[src/rtl/ecg_nn_pkg.sv]
// Shared types and constants for the ECG fully connected front end.
package ecg_nn_pkg;

  localparam int unsigned DATA_W           = 8;
  localparam int unsigned WIN_LEN          = 15;
  localparam int unsigned NODE_LAT_DEFAULT = 3;

  typedef enum logic {
    FILL = 1'b0,
    RUN  = 1'b1
  } state_t;

  // Index 0 is the oldest sample, WIN_LEN-1 the newest.
  typedef logic [WIN_LEN-1:0][DATA_W-1:0] taps_t;

endpackage

[src/rtl/ecg_window_buffer_if.sv]
// Sample stream in, window taps and timing pulses out.
interface ecg_window_buffer_if;
  import ecg_nn_pkg::*;

  logic [DATA_W-1:0] sample_in;
  logic              sample_valid;
  logic              flush;
  logic [DATA_W-1:0] A0x,  A1x,  A2x,  A3x,  A4x;
  logic [DATA_W-1:0] A5x,  A6x,  A7x,  A8x,  A9x;
  logic [DATA_W-1:0] A10x, A11x, A12x, A13x, A14x;
  logic              win_valid;
  logic              nout_valid;
  logic [15:0]       win_idx;

  modport master (
    output sample_in, sample_valid, flush,
    input  A0x, A1x, A2x, A3x, A4x, A5x, A6x, A7x, A8x, A9x,
    input  A10x, A11x, A12x, A13x, A14x,
    input  win_valid, nout_valid, win_idx
  );

  modport slave (
    input  sample_in, sample_valid, flush,
    output A0x, A1x, A2x, A3x, A4x, A5x, A6x, A7x, A8x, A9x,
    output A10x, A11x, A12x, A13x, A14x,
    output win_valid, nout_valid, win_idx
  );

endinterface

[src/rtl/valid_delay.sv]
// Fixed-depth pulse delay line; holds any pattern of pulses, including back-to-back.
module valid_delay #(
  parameter int unsigned DEPTH = 3
) (
  input  logic clk,
  input  logic rst,
  input  logic i_clear,
  input  logic i_pulse,
  output logic o_pulse
);

  logic [DEPTH-1:0] r_line;

  always_ff @(posedge clk or posedge rst) begin
    if (rst) begin
      r_line <= '0;
    end else if (i_clear) begin
      r_line <= '0;
    end else begin
      r_line[0] <= i_pulse;
      for (int unsigned k = 1; k < DEPTH; k++) begin
        r_line[k] <= r_line[k-1];
      end
    end
  end

  assign o_pulse = r_line[DEPTH-1];

endmodule

[src/rtl/ecg_window_buffer.sv]
// 15-tap sliding window over the ECG sample stream with window and node-output strobes.
module ecg_window_buffer
  import ecg_nn_pkg::*;
#(
  parameter int unsigned STRIDE   = 1,
  parameter int unsigned NODE_LAT = NODE_LAT_DEFAULT
) (
  input logic                clk,
  input logic                reset,
  ecg_window_buffer_if.slave bus
);

  localparam logic [7:0] STRIDE_LAST = 8'(STRIDE - 1);
  localparam logic [3:0] FILL_LAST   = 4'(WIN_LEN - 1);

  state_t      r_state;
  state_t      w_next_state;
  taps_t       r_taps;
  logic [3:0]  r_fill;
  logic [7:0]  r_stride;
  logic        r_win_valid;
  logic [15:0] r_win_idx;
  logic        w_accept;
  logic        w_emit;

  assign w_accept = bus.sample_valid & ~bus.flush;

  always_ff @(posedge clk or posedge reset) begin
    if (reset) begin
      r_state <= FILL;
    end else begin
      r_state <= w_next_state;
    end
  end

  always_comb begin
    w_next_state = r_state;
    if (bus.flush) begin
      w_next_state = FILL;
    end else if (w_accept && r_state == FILL && r_fill == FILL_LAST) begin
      w_next_state = RUN;
    end
  end

  // Window completion is decided on the accepting edge, so the strobe lines up with the taps.
  always_comb begin
    w_emit = 1'b0;
    if (w_accept) begin
      unique case (r_state)
        FILL: w_emit = (r_fill == FILL_LAST);
        RUN:  w_emit = (r_stride == STRIDE_LAST);
        default: w_emit = 1'b0;
      endcase
    end
  end

  always_ff @(posedge clk or posedge reset) begin
    if (reset) begin
      r_taps      <= '0;
      r_fill      <= '0;
      r_stride    <= '0;
      r_win_valid <= 1'b0;
      r_win_idx   <= '0;
    end else if (bus.flush) begin
      r_taps      <= '0;
      r_fill      <= '0;
      r_stride    <= '0;
      r_win_valid <= 1'b0;
      r_win_idx   <= '0;
    end else begin
      r_win_valid <= w_emit;
      if (r_win_valid) begin
        r_win_idx <= r_win_idx + 16'd1;
      end
      if (w_accept) begin
        r_taps[WIN_LEN-2:0]  <= r_taps[WIN_LEN-1:1];
        r_taps[WIN_LEN-1]    <= bus.sample_in;
        if (r_state == FILL) begin
          r_fill   <= r_fill + 4'd1;
          r_stride <= '0;
        end else if (r_stride == STRIDE_LAST) begin
          r_stride <= '0;
        end else begin
          r_stride <= r_stride + 8'd1;
        end
      end
    end
  end

  valid_delay #(
    .DEPTH (NODE_LAT)
  ) u_nout_delay (
    .clk     (clk),
    .rst     (reset),
    .i_clear (bus.flush),
    .i_pulse (r_win_valid),
    .o_pulse (bus.nout_valid)
  );

  assign bus.win_valid = r_win_valid;
  assign bus.win_idx   = r_win_idx;
  assign bus.A0x       = r_taps[0];
  assign bus.A1x       = r_taps[1];
  assign bus.A2x       = r_taps[2];
  assign bus.A3x       = r_taps[3];
  assign bus.A4x       = r_taps[4];
  assign bus.A5x       = r_taps[5];
  assign bus.A6x       = r_taps[6];
  assign bus.A7x       = r_taps[7];
  assign bus.A8x       = r_taps[8];
  assign bus.A9x       = r_taps[9];
  assign bus.A10x      = r_taps[10];
  assign bus.A11x      = r_taps[11];
  assign bus.A12x      = r_taps[12];
  assign bus.A13x      = r_taps[13];
  assign bus.A14x      = r_taps[14];

endmodule

[src/flat_wrapper.sv]
// flat-port wrapper written by rule: the top's interface ports become plain ports
module ecg_window_buffer_flat import ecg_nn_pkg::*;
#(
  parameter int unsigned STRIDE   = 1,
  parameter int unsigned NODE_LAT = NODE_LAT_DEFAULT
)
  (clk, reset, bus_sample_in, bus_sample_valid, bus_flush, bus_A0x, bus_A1x, bus_A2x, bus_A3x, bus_A4x, bus_A5x, bus_A6x, bus_A7x, bus_A8x, bus_A9x, bus_A10x, bus_A11x, bus_A12x, bus_A13x, bus_A14x, bus_win_valid, bus_nout_valid, bus_win_idx);
  ecg_window_buffer_if bus_i ();
  input logic clk;
  input logic reset;
  input wire logic [$bits(bus_i.sample_in)-1:0] bus_sample_in;
  input wire logic [$bits(bus_i.sample_valid)-1:0] bus_sample_valid;
  input wire logic [$bits(bus_i.flush)-1:0] bus_flush;
  output wire logic [$bits(bus_i.A0x)-1:0] bus_A0x;
  output wire logic [$bits(bus_i.A1x)-1:0] bus_A1x;
  output wire logic [$bits(bus_i.A2x)-1:0] bus_A2x;
  output wire logic [$bits(bus_i.A3x)-1:0] bus_A3x;
  output wire logic [$bits(bus_i.A4x)-1:0] bus_A4x;
  output wire logic [$bits(bus_i.A5x)-1:0] bus_A5x;
  output wire logic [$bits(bus_i.A6x)-1:0] bus_A6x;
  output wire logic [$bits(bus_i.A7x)-1:0] bus_A7x;
  output wire logic [$bits(bus_i.A8x)-1:0] bus_A8x;
  output wire logic [$bits(bus_i.A9x)-1:0] bus_A9x;
  output wire logic [$bits(bus_i.A10x)-1:0] bus_A10x;
  output wire logic [$bits(bus_i.A11x)-1:0] bus_A11x;
  output wire logic [$bits(bus_i.A12x)-1:0] bus_A12x;
  output wire logic [$bits(bus_i.A13x)-1:0] bus_A13x;
  output wire logic [$bits(bus_i.A14x)-1:0] bus_A14x;
  output wire logic [$bits(bus_i.win_valid)-1:0] bus_win_valid;
  output wire logic [$bits(bus_i.nout_valid)-1:0] bus_nout_valid;
  output wire logic [$bits(bus_i.win_idx)-1:0] bus_win_idx;
  assign bus_i.sample_in = bus_sample_in;
  assign bus_i.sample_valid = bus_sample_valid;
  assign bus_i.flush = bus_flush;
  assign bus_A0x = bus_i.A0x;
  assign bus_A1x = bus_i.A1x;
  assign bus_A2x = bus_i.A2x;
  assign bus_A3x = bus_i.A3x;
  assign bus_A4x = bus_i.A4x;
  assign bus_A5x = bus_i.A5x;
  assign bus_A6x = bus_i.A6x;
  assign bus_A7x = bus_i.A7x;
  assign bus_A8x = bus_i.A8x;
  assign bus_A9x = bus_i.A9x;
  assign bus_A10x = bus_i.A10x;
  assign bus_A11x = bus_i.A11x;
  assign bus_A12x = bus_i.A12x;
  assign bus_A13x = bus_i.A13x;
  assign bus_A14x = bus_i.A14x;
  assign bus_win_valid = bus_i.win_valid;
  assign bus_nout_valid = bus_i.nout_valid;
  assign bus_win_idx = bus_i.win_idx;
  ecg_window_buffer #(.STRIDE(STRIDE), .NODE_LAT(NODE_LAT)) u_core (.clk(clk), .reset(reset), .bus(bus_i));
endmodule
[config.mk]
export PLATFORM = sky130hd
export DESIGN_NAME = ecg_window_buffer_flat
export DESIGN_NICKNAME = d
export VERILOG_FILES = /design/src/rtl/ecg_nn_pkg.sv /design/src/rtl/ecg_window_buffer_if.sv /design/src/rtl/valid_delay.sv /design/src/rtl/ecg_window_buffer.sv /design/src/flat_wrapper.sv
export SDC_FILE = /design/constraint.sdc
export NUM_CORES = 1
export LEC_CHECK = 0
export BUFFER_PORTS_ARGS = -buffer_cell sky130_fd_sc_hd__buf_2
export CAP_MARGIN = 20
export CORE_MARGIN = 5
export CORE_UTILIZATION = 45
export CTS_CLUSTER_SIZE = 25
export DETAILED_ROUTE_END_ITERATION = 8
export GPL_TIMING_DRIVEN = 0
export PLACE_DENSITY = 0.78
export SETUP_SLACK_MARGIN = 0.5
export SYNTH_ARGS = -nofsm -noshare
export SYNTH_HDL_FRONTEND = slang
export SYNTH_SLANG_ARGS = --single-unit
[constraint.sdc]
create_clock -name clk -period 12.9 [get_ports clk]
set_input_delay 2.58 -clock clk [delete_from_list [all_inputs] [get_ports clk]]
set_output_delay 2.58 -clock clk [all_outputs]
set_load 0.02 [all_outputs]
==> results of run 1 <==
-- synthesized netlist by cell type, types with 2 or more instances --
master	n	share of area, %
a211oi_1	2	0.23
a21oi_1	7	0.54
and3_1	3	0.29
and4_1	3	0.41
buf_2	14	1.1
buf_6	2	0.35
clkbuf_1	18	1.0
dfrtp_1	153	59
ha_1	5	0.97
inv_1	5	0.29
mux2i_1	126	20
nand2_1	10	0.58
nand2b_1	4	0.39
nand3_1	7	0.54
nand4_1	8	0.78
nor2_1	142	8.3
nor2b_1	8	0.78
nor3_1	2	0.16
o21ai_0	3	0.23
o32ai_1	2	0.27
or3_1	3	0.29
xnor2_1	4	0.54
xor2_1	13	1.8
-- routing by layer --
layer	up-vias	GRT usage (%)
met5	-	0
met4	0	6.418
met3	21	5.321
met2	126	30.09
met1	2386	23.26
li1	2210	-
-- kinds of logic after synthesis --
family                     count (synthesis)  share of synthesized area, %
buffers and inverters                     40                         2.888
xor gates and xnor gates                  17                         2.306
muxes                                    126                         19.53
AOI/OAI and AO/OA                         18                         1.764
adders and majority gates                  5                        0.9690
and+or+nand+nor                          195                         13.24
DFF                                      153                         59.30
-- area by class of cell --
cell class | count | area share (%)
clock buffer | 21 | 5.861
sequential | 153 | 47.70
buffer | 35 | 2.089
inverter | 5 | 0.2962
timing repair buffer | 150 | 9.634
multi-input combinational | 361 | 30.41
tap | 180 | 2.806
clock inverter | 11 | 1.200
-- metrics by stage --
step,instances,setup WS [ps]
3_3_place_gp,883,4777
3_5_place_dp,884,8891
6_report,916,9202
5_1_grt,916,9144
2_1_floorplan,554,6199
4_1_cts,916,9164
-- cells in the final DEF, fill, tap and decap left out, drive strengths merged, types with 3 or more instances in the layout --
cell type / count
nand2: 10
dfrtp: 153
xnor2: 4
a21oi: 7
and4: 3
nand4: 8
or3: 3
ha: 5
nand3: 9
inv: 6
buf: 167
xor2: 13
clkinv: 4
mux2i: 126
clkbuf: 39
and3: 3
clkinvlp: 5
nor2b: 8
nor2: 142
nand2b: 4
o21ai: 3
-- worst min-delay path by stage --
| stage | from | endpoint | slack [ps] | depth (start not counted) |
|---|---|---|---|---|
| 2_1_floorplan | u_core.u_nout_delay.r_line[0]$_DFF_PP0_ | u_core.u_nout_delay.r_line[1]$_DFF_PP0_ | 440 | 1 |
| 3_3_place_gp | u_core.u_nout_delay.r_line[1]$_DFF_PP0_ | u_core.u_nout_delay.r_line[2]$_DFF_PP0_ | 450 | 1 |
| 3_5_place_dp | u_core.u_nout_delay.r_line[1]$_DFF_PP0_ | u_core.u_nout_delay.r_line[2]$_DFF_PP0_ | 460 | 1 |
| 4_1_cts | u_core.u_nout_delay.r_line[1]$_DFF_PP0_ | u_core.u_nout_delay.r_line[2]$_DFF_PP0_ | 470 | 1 |
| 5_1_grt | u_core.u_nout_delay.r_line[0]$_DFF_PP0_ | u_core.u_nout_delay.r_line[1]$_DFF_PP0_ | 500 | 1 |
| 6_report | u_core.u_nout_delay.r_line[1]$_DFF_PP0_ | u_core.u_nout_delay.r_line[2]$_DFF_PP0_ | 460 | 1 |
-- sequential cells by signal, indices dropped and copies added, names as in the netlist, 4 cells and up --
name,flops
u_core.bus.A1x,8
u_core.bus.A6x,8
u_core.bus.A13x,8
u_core.bus.A10x,8
u_core.bus.A2x,8
u_core.bus.A7x,8
u_core.bus.A4x,8
u_core.bus.A12x,8
u_core.bus.A3x,8
u_core.bus.A8x,8
u_core.bus.win_idx,16
u_core.bus.A11x,8
u_core.bus.A5x,8
u_core.bus.A0x,8
u_core.bus.A14x,8
u_core.bus.A9x,8
u_core.r_fill,4
u_core.r_stride,8
-- report_power, final --
group	switching, mW	internal, mW	total [mW]
Clock	0.192	0.280	0.472
Combinational	0.0372	0.0174	0.0546
Sequential	0.00346	0.484	0.487
==> metrics.md, run 1 <==
| Metric | Value |
|---|---|
| Status | `finished clean` |
| IO Count | `150` |
| Crit. Startpoint | `u_core.bus.win_valid$_DFF_PP0_` |
| Worst path cell trace | `buf_2` |
| Total congestion overflow | `0` |
| WL met1 | `~6600 um` |
| Fill count | `approximately 1.2k` |
| CP Launch Type | `register` |
| Period utilization | `between 20% and 30%` |
| Clk_skew | `7.183 ps` |
| CP Buf/Inv Count | `1` |
| Synthesis-stage register bit count | `about 150` |
| Share of layout cells above drive strength 1 | `a little over a quarter` |
| First-pass GRT wire length | `roughly 25,000 um` |
| Leakage | `around 4.4 nW` |
| Finished Cell Area | `0.008026 mm2` |
| Critical Path Stages | `1` |
| Asr flop ratio synth | `100.0%` |
| YS warnings | `0` |
| H-tree Lvls | `4` |
| Dpl cell area | `between 0.007 and 0.008 mm2` |
| Ys flop type | `dfrtp_1` |
| WP data required | `10,320 ps` |
| I/O Buffers | `about 150` |
| DRT Pass-1 Iters | `4` |
| Worst Max-Slew Pin Slew | `599.2 ps` |
| Hold WC Path Type | `register to register` |
| Routability Congestion | `~0.82` |
| Hold buffer count at CTS | `0` |
| Slew headroom | `between 60% and 70%` |
| Final net count | `740` |
| Clock transition at path regs | `approximately 60 ps` |
| Pin count of the biggest net entering global routing | `91` |
| Cts repair resizes | `0` |
| Crit path capture | `bus_win_valid` |
| Clock buffer count from CTS | `17` |
| Detailed Route WL | `14,910 um` |
| Max-slew violation count | `0` |
| Cell count after synthesis | `roughly 550` |
| TritonCTS clock tree | `done` |
| Distinct cells, synth | `33` |
| Final setup TNS | `0 ps` |
| Via count | `between 4k and 5k` |
| Highest metal used | `met4` |
| Multi-input logic area | `about 0.0024 mm2` |
| Final hold viol count | `0` |
| Hpwl dp | `about 11,000 um` |
| Die Wd | `between 100 and 150 um` |
| Initial antenna violation count | `0` |
| Post-DR wirelength/cell | `approximately 16 um` |
| Design Power | `approximately 1.0 mW` |
| Final setup fails | `0` |
| Worst skew pair latency | `420 ps` |
| Diode count | `0` |
| Post-Syn Nets | `571` |
| Slowest-stage cell, CP | `dfrtp_1` |
| Peak Freq | `between 200 and 300 MHz` |
| FF-to-FF End | `u_core.r_stride[3]$_DFFE_PP0P_` |
| Crit. End Element | `output port` |
| WL met2 | `approximately 7100 um` |
| R2r worst-path depth | `6` |
| VDD IR-drop max | `between 0.00007 and 0.00008 V` |
| 1st-iter DRT viols | `around 240` |
| GRT Total Usage | `18.30%` |
| Worst Path Arrival | `1120 ps` |
| PD cells | `about 130 mW/mm2` |
| # clock sinks | `153` |
| Post-synth EDFFs | `0` |
| Area delta synth->final | `24.32%` |
| Flop2flop setup slack | `about 11,000 ps` |
| CP max FO | `7` |
| Setup Buffers After CTS | `0` |
| Core footprint | `around 0.014 mm2` |
| Vias in the first global route | `approximately 5k` |
| Slowest stage delay, CP | `roughly 480 ps` |
| RSZ-0062 raised after global routing | `false` |
| Die ar. | `0.01684 mm2` |
| Initial Utilization | `a little under half` |
| Seq. cell area | `around 0.0038 mm2` |
| Register area share after synthesis | `around three fifths` |
| Mapped cell area | `around 0.0065 mm2` |
| Post-route ant nets | `0` |
| Synthesized area per cell | `about 12 um2` |
| WS Path Type | `register to output port` |
| Metal3 WL | `940 um` |
| Core Util, Final | `roughly 57%` |
| Worst flop-to-flop path startpoint | `u_core.r_stride[0]$_DFFE_PP0P_` |
| Cell Rows | `43` |
| CP top delay family | `flip-flops` |
| Largest buffer count on any clock path | `2` |
| Minimum clock period | `roughly 3700 ps` |
| Max Cap Violations | `0` |
| # DRC | `0` |
| Hold_ws | `between 400 and 500 ps` |
| Routed vias/inst | `slightly above 5` |
| Die height | `129.8 um` |
| CTS root buffer | `clkbuf_16` |
(Power assumes the default switching activity.)
==> inputs of run 2 (changes only) <==
==> constraint.sdc (replaced) <==
create_clock -name clk -period 3.65 [get_ports clk]
set_input_delay 0.73 -clock clk [delete_from_list [all_inputs] [get_ports clk]]
set_output_delay 0.73 -clock clk [all_outputs]
set_load 0.02 [all_outputs]
==> metrics.md, run 2 (synthesis gave the netlist of run 1 again) <==
| Metric | Value |
|---|---|
| Status | `finished clean` |
| GRT Total Usage | `18.68%` |
| Final hold viol count | `0` |
| Final setup fails | `0` |
| Routed vias/inst | `about 5.2` |
| Period utilization | `about half` |
| Max Cap Violations | `0` |
| Slowest stage delay, CP | `between 400 and 500 ps` |
| Clock transition at path regs | `approximately 60 ps` |
| IO Count | `150` |
| Cts repair resizes | `0` |
| CTS root buffer | `clkbuf_16` |
| I/O Buffers | `approximately 150` |
| CP Launch Type | `register` |
| Max-slew violation count | `0` |
| Detailed Route WL | `approximately 15,000 um` |
| Minimum clock period | `~1800 ps` |
| Setup Buffers After CTS | `0` |
| Worst skew pair latency | `between 400 and 500 ps` |
| DP Cell Count | `around 900` |
| # clock sinks | `153` |
| Vias in the first global route | `4,986` |
| Final setup TNS | `0 ps` |
| Worst Max-Slew Pin Slew | `slightly above 900 ps` |
| Routability Congestion | `around 0.80` |
| Sequential share of power | `between 40% and 50%` |
| Slowest-stage cell, CP | `dfrtp_1` |
| Largest buffer count on any clock path | `2` |
| Clock buffer count from CTS | `17` |
| Hold WC Path Type | `register to register` |
| First-pass GRT wire length | `about 25,000 um` |
| Area delta synth->final | `24.61%` |
| Worst Path Arrival | `approximately 1100 ps` |
| CP max FO | `7` |
| Initial antenna violation count | `0` |
| Core footprint | `0.01399 mm2` |
| Switching pwr | `between 0.8 and 0.9 mW` |
| Pin count of the biggest net entering global routing | `46` |
| Clock share of power | `a little under half` |
| CP top delay family | `flip-flops` |
| WP data required | `~2900 ps` |
| VDD IR-drop max | `around 0.00026 V` |
| 1st-iter DRT viols | `184` |
| Cell Rows | `43` |
| Peak Freq | `546.8 MHz` |
| Initial Utilization | `46.15%` |
| Hold buffer count at CTS | `0` |
| Leakage | `4.455 nW` |
| Share of layout cells above drive strength 1 | `around 28%` |
| DRT Pass-1 Iters | `4` |
| R2r worst-path depth | `6` |
| Post-DR wirelength/cell | `approximately 16 um` |
| Final net count | `between 700 and 800` |
| Post-route ant nets | `0` |
| Die ar. | `between 0.015 and 0.02 mm2` |
| PD cells | `~440 mW/mm2` |
| Total congestion overflow | `0` |
| Most frequent cells in the layout | `buf_2 (163), dfrtp_1 (153), nor2_1 (142)` |
| WHS Path Cells | `1` |
| WS Path Type | `register to output port` |
| Filler-free cell count of the finished design | `~920` |
| Hpwl dp | `~11,000 um` |
| Slew headroom | `a little under two fifths` |
| Critical Path Stages | `1` |
| P_int | `~2.7 mW` |
| Clk_skew | `approximately 5.3 ps` |
| Commonest non-fill, non-tap cell in the layout | `buf_2` |
| Sw Share | `about 23%` |
| H-tree Lvls | `4` |
| RSZ-0062 raised after global routing | `false` |
| TritonCTS clock tree | `done` |
| Via count | `4,737` |
| Diode count | `0` |
| Crit. End Element | `output port` |
| CP Buf/Inv Count | `1` |
| Die Wd | `between 100 and 150 um` |
| # DRC | `0` |
| Die height | `roughly 130 um` |
| Max FFs per register | `16` |
| Logic pwr share | `5.5%` |
| Worst path cell trace | `buf_2` |
## run 2: changes by cell type in the layout (fill, tap and decap cells not counted)
cell,before,now
clkinv_2,4,5
buf_12,0,3
clkbuf_1,19,18
buf_16,1,0
clkbuf_8,3,2
clkinvlp_4,5,6
inv_6,2,1
## run 2: final timing paths
kind / slack [ps] / start / to
worst min register to register: 450 / u_core.u_nout_delay.r_line[1]$_DFF_PP0_ / u_core.u_nout_delay.r_line[2]$_DFF_PP0_
worst max-delay path: 1820 / u_core.bus.win_valid$_DFF_PP0_ / bus_win_valid
max in group asynchronous: 2230 / reset / u_core.bus.A14x[7]$_DFFE_PP0P_
min in group asynchronous: 510 / reset / u_core.bus.A7x[5]$_DFFE_PP0P_
worst max register to register: 1930 / u_core.r_stride[0]$_DFFE_PP0P_ / u_core.r_stride[2]$_DFFE_PP0P_
worst min-delay path: 450 / u_core.u_nout_delay.r_line[1]$_DFF_PP0_ / u_core.u_nout_delay.r_line[2]$_DFF_PP0_
## run 2: power by group through the flow
| stage | clock network (mW) | registers, mW | logic [mW] |
|---|---|---|---|
| global route | 1.75 | 1.72 | 0.220 |
| CTS | 1.68 | 1.72 | 0.202 |
| floorplan | 0 | 1.76 | 0.126 |
| global placement | 0 | 1.75 | 0.187 |
| detailed placement | 0 | 1.75 | 0.201 |
| finish | 1.64 | 1.72 | 0.197 |
## run 2: metal layers
metal  wire [um]  GRT usage [%]
met3        1056          5.731
met5           0              0
met1        6369          23.89
met4         230          6.357
met2        7340          30.42
## run 2: stage by stage
step                      util (%)  total power, mW  setup WS, ps  hold slack [ps]  instance area (um2)
after detailed placement     53.55            1.952          1497            446.3                 7491
final                        57.51            3.558          1821            454.7                 8045
after CTS                    57.51            3.601          1780            458.4                 8045
after global routing         57.51            3.691          1749            484.5                 8045
after floorplan                  -            1.889         989.1            438.5                 6460
after global placement       53.12            1.939         172.0            450.3                 7431
## run 2: area by class of cell
type	instances	area (um2)
timing repair buffer	152	805.8
inverter	5	22.52
sequential	153	3829
tap	180	225.2
clock inverter	12	101.3
buffer	35	167.7
clock buffer	19	452.9
multi-input combinational	361	2441
fill	1199	5943
